`config.mk`:
```
export PLATFORM = sky130hd
export DESIGN_NAME = rand_hist_bins
export DESIGN_NICKNAME = d
export VERILOG_FILES = /design/src/rtl/rand_test_pkg.sv /design/src/rtl/rand_hist_bins.sv
export SDC_FILE = /design/constraint.sdc
export NUM_CORES = 1
export LEC_CHECK = 0
export BUFFER_PORTS_ARGS = -buffer_cell sky130_fd_sc_hd__buf_2
export CAP_MARGIN = 5
export CORE_MARGIN = 5
export CORE_UTILIZATION = 63
export CTS_BUF_LIST = sky130_fd_sc_hd__clkbuf_8
export DETAILED_ROUTE_END_ITERATION = 16
export PLACE_DENSITY = 0.78
export SLEW_MARGIN = 20
export SYNTH_ARGS = -nofsm -noshare
export SYNTH_HDL_FRONTEND = slang
export SYNTH_SLANG_ARGS = --single-unit
```
`constraint.sdc`:
```
create_clock -name clk_i -period 3.1 [get_ports clk_i]
set_input_delay 0.465 -clock clk_i [delete_from_list [all_inputs] [get_ports clk_i]]
set_output_delay 0.465 -clock clk_i [all_outputs]
set_load 0.005 [all_outputs]
```
`src/rtl/rand_test_pkg.sv`:
```
// Shared types and default constants for the random range generator and its
// histogram self-test, so both ends agree on bin count, run length and tolerance.
package rand_test_pkg;

    // Checker run phases.
    typedef enum logic [2:0] {
        IDLE  = 3'd0,
        CLEAR = 3'd1,
        ACCUM = 3'd2,
        EVAL  = 3'd3,
        DONE  = 3'd4
    } state_e;

    localparam int DEF_NBINS       = 7;
    localparam int DEF_SAMPLE_LOG2 = 10;
    localparam int DEF_TOL         = 32;

endpackage

```
`src/rtl/rand_hist_bins.sv`:
```
// Bank of NBINS histogram counters with parallel clear, single-bin increment
// and two combinational read ports (evaluation pointer and external readout).
module rand_hist_bins #(
    parameter int NBINS = rand_test_pkg::DEF_NBINS,
    parameter int CNT_W = rand_test_pkg::DEF_SAMPLE_LOG2 + 1
) (
    input  logic             clk_i,
    input  logic             rst_i,
    input  logic             clear_i,
    input  logic             inc_en_i,
    input  logic [2:0]       inc_addr_i,
    input  logic [2:0]       eval_addr_i,
    input  logic [2:0]       rd_addr_i,
    output logic [CNT_W-1:0] eval_count_o,
    output logic [CNT_W-1:0] rd_count_o
);

    logic [CNT_W-1:0] bin_q [NBINS];

    // Counter bank: reset/clear all bins, otherwise bump the addressed bin.
    // NOTE: the bins are reset explicitly because the readout port must show
    // zeros straight after reset; a plain RAM without reset would not.
    // NOTE: state is updated with non-blocking assignments so every flop
    // samples pre-edge values regardless of statement order.
    always_ff @(posedge clk_i or posedge rst_i) begin
        if (rst_i) begin
            for (int i = 0; i < NBINS; i++) bin_q[i] <= '0;
        end else if (clear_i) begin
            for (int i = 0; i < NBINS; i++) bin_q[i] <= '0;
        end else if (inc_en_i) begin
            for (int i = 0; i < NBINS; i++) begin
                if (inc_addr_i == 3'(i)) bin_q[i] <= bin_q[i] + CNT_W'(1);
            end
        end
    end

    // Read muxes; addresses with no bin behind them read as zero.
    // NOTE: outputs get a default before the loop so no path leaves them
    // unassigned, which would otherwise infer a latch.
    always_comb begin
        eval_count_o = '0;
        rd_count_o   = '0;
        for (int i = 0; i < NBINS; i++) begin
            if (eval_addr_i == 3'(i)) eval_count_o = bin_q[i];
            if (rd_addr_i == 3'(i))   rd_count_o   = bin_q[i];
        end
    end

endmodule

```
Word-level counts from Yosys, hierarchy flattened

Index checks and enable logic that the tools add are counted.

Input bits: 13
Word-level logic and storage cells: 73
Register bits: 77

Reduce and logical (&&, ||, !) cells: 18
Add/subtract/negate cells: 7
Eq/ne operators: 18
Multiplexer cells: 23

Operators by type and width:

| kind                  | count |
|---|---|
| $mux 11               | 21 |
| $mux 77               | 2 |
| $add 11x1->11 const B | 7 |
| $eq 3x3->1 const B    | 9 |
| $eq 3x2->1 const B    | 6 |
| $reduce_bool 2->1     | 8 |
| $reduce_and 2->1      | 7 |
| $eq 3x1->1 const B    | 3 |
| $logic_not 3->1       | 3 |

Depth between registers and ports, before layout

Word-level depth: 8
Depth in mapped cells: 6
Depth with buffers taken out: 5

Least setup slack after synthesis

Ideal clock, no wire load.

Kind: input-to-output
Start: input port eval_addr_i[2]
End: output port eval_count_o[9]
Cell stages on the path: 6
Buffers on the path: 2
Setup slack: 1100 ps
Arrival: 1535 ps
Cells stage by stage: clkbuf_1 nor2b_1 clkbuf_1 a22o_1 a22oi_1 a22oi_1

Cells in the longest elaborated chain, start to end: 8
Elaborated cells between the ends (all ways): 14
Classes of those cells: eq/ne (6); mux (7); reduce/logical (1)

RTL lines:

| what                  | RTL line             | source |
|---|---|---|
| from (decl)           | rand_hist_bins.sv:12 | `input logic [2:0] eval_addr_i,` |
| $logic_not 3->1       | rand_hist_bins.sv:44 | `if (eval_addr_i == 3'(i)) eval_count_o = bin_q[i];` |
| $mux 11 (6 in series) | rand_hist_bins.sv:44 |  |
| $mux 11 (*)           | rand_hist_bins.sv:44 |  |
| to (decl)             | rand_hist_bins.sv:14 | `output logic [CNT_W-1:0] eval_count_o,` |

Mark *: on every way between the ends. The rest lies on a longest branch, timed or not.

Worst setup path after layout

Start: input port eval_addr_i[1]
End: output port eval_count_o[2]

The elaborated chain is that of the path after synthesis.

==> metrics.cfg <==
[global_routing]
grt_pass1_wl_um=23900
grt_pass1_vias=4510
grt_overflow_total=0
grt_start_max_net_pins=46
antenna_found_initial=0
grtUsageTotal_pct=30.1

[cts]
clk_pin_slew_ns=0.08
numCtsBuffers=9
cts_hold_buf=0
htree_levels=3
cts_resized=0
postCtsSetupBuffers=0
cts_tree=built
clockBufferDepth=2
insertion_delay_ns=0.37
numClockSinks=77
cts-root-buf=clkbuf_8

[synthesis]
synth.most_common_cell=nor2_1
synth_cell_type_count=47
yosysWarnings=0
synth_top_area_share_pct=36.5
ys.flop_type=dfrtp_1
synth_commonest_cells=92 x nor2_1, 77 x dfrtp_1, 34 x clkbuf_1, 34 x xor2_1, 33 x nand4_1
synth.area.top_cells=dfrtp_1 37%, nor2_1 6.5%, xor2_1 5.6%, nand4_1 3.9%, mux2i_1 3.4%
synth_edf_count=0
syn_avg_cell_area_um2=8.74
synth_largest_area_cell=dfrtp_1
ys_ff_latch=77
synth_nets=624
synth_async_sr_flop_share_pct=100
synth-seq-area-share_pct=36.5
netlist_area_mm2=0.00528
syn_inst=604

[final_layout]
n_fill_cell=648
largest_reg_flops=77
reg_top3=bin_q (77)
area_delta_synth_final_pct=7.21
diodes=0
max_flop_register=bin_q
design_area_mm2=0.00566
instances_no_fill=710
nets=620
drive_above_1_share_pct=13.1

[critical_path]
slowest_delay_ns=0.41
critPathArrivalTime_ns=2.07
worst_path_max_delay_cell=nor2_1
critPathMostFrequentCell=buf_2
crit_chain=buf_2 -> nand2b_1 -> nor2_1 -> nand2_1 -> a32oi_1 -> buf_2
cp.required_ns=2.63
start_kind=input port
crit_type=in -> out
r2r_slack_ns=1.34
critPathMaxFanout=23
critical_path.endpoint_type=output port

[placed_design]
io_buffer_count=34
place_ws_ns=0.630
place_area_mm2=0.00542
place_inst=694
dpl.hpwl_um=10700
gp_congestion=1.08

[sta]
grt_setup_unrepaired=no
relSlewSlack_pct=47.4
fmax_mhz=394
holdWs_ns=0.240
hold_violations=0
fin_crit_ns=2.54
postLayoutSetupSlackWorst_ns=0.560
clock_skew_ns=0.00595
setup_viol_count_final=0
period_share_pct=81.9
tightest_slew_ns=0.788
setup_tns_ns=0
drv_slew=0

[routing]
vias=4858
detailedRoute.firstPassIterationCount=5
wl_per_cell_um=20.9
antenna_left=0
drt_iter0_drc=440
drc=0
vias_per_cell=6.84
drt-total-wl_um=14800

[job]
maxCapViolCount=0

[worst_hold_path]
hold_path.class=in -> async

[power_and_ir_drop]
peakVddDrop_mv=0.348
powerDensity_mw_per_mm2=385
p_leak_uw=0.00241

[die]
die-area_mm2=0.0103
rows=33
initial_core_util_pct=64.6
die_height_um=102
coreArea_mm2=0.00818
io_pins=35
die_w_um=102

[run_status]
status=completed

## worst paths after layout
| check | start | end | cells past startpoint |
|---|---|---|---|
| worst max-delay path | eval_addr_i[1] | eval_count_o[2] | 6 |
| worst min-delay path | rst_i | bin_q[32] | 2 |
| worst max register to register | bin_q[22] | bin_q[32] | 5 |
| worst min register to register | bin_q[54] | bin_q[54] | 2 |
| max in group asynchronous | rst_i | bin_q[35] | 3 |
| min in group clk_i | clear_i | bin_q[0] | 2 |
## per-layer routing
metal	wire length (µm)	GRT usage [%]	up-vias	part of all wire, %
li1	-	-	2188	-
met1	6030	40.8	2347	41
met2	6860	46.8	272	46
met3	1400	6.47	51	9.4
met4	548	12.9	0	3.7
met5	0	0	-	0
## layout make-up
cell class / count / area (µm²) / share of cell area (%)
inverter: 10 / 37.5 / 0.663
tap: 105 / 131 / 2.32
sequential: 77 / 1930 / 34.1
clock inverter: 6 / 103 / 1.81
multi-input combinational: 462 / 3080 / 54.5
timing repair buffer: 40 / 240 / 4.25
clock buffer: 10 / 138 / 2.43
## report_power, final
| group | internal, µW | total, µW | switching, µW |
|---|---|---|---|
| Combinational | 72.8 | 228 | 155 |
| Sequential | 1010 | 1020 | 8.58 |
| Clock | 550 | 934 | 384 |
| Total | 1630 | 2180 | 548 |
## cell families after synthesis
kind of cell	count (synthesis)	share of synthesized area, %
compound gates	114	14.3
xor+xnor	54	8.96
fa+ha+maj	7	1.66
simple gates	252	25.3
mux	35	8.11
buf+inv	65	5.10
flops	77	36.5
## per-stage QoR
stage,total power (µW),utilization (%)
final,2180,69.2
after detailed placement,1260,66.3
after global routing,2250,69.2
after global placement,1250,66.3
after CTS,2180,69.2
after floorplan,1190,-
## placed cells by master, fill, tap and decap left out, types with 9 or more instances in the layout
cell type  Yosys  final
o22ai_1       17     17
buf_2          8     34
xnor2_1       20     20
mux2_2        12     12
xor2_1        34     34
nor2_1        92     92
nor3_1        11     11
o221ai_1      13     13
clkbuf_8       0     10
or3_1          9      9
mux2i_1       18     18
nand3_1       17     17
a22oi_1       17     17
a21oi_1       28     28
nand2_1       31     31
inv_1          9     10
dfrtp_1       77     77
nand4_1       33     33
o21ai_0       15     15
and3_1         9      9
## worst max-delay path: cells and delay by family
kind	cells	cell delay (ns)
compound gates	1	0.31
buf+inv	2	0.43
simple gates	3	0.86
Note: power is estimated with default switching activity, not from simulation.
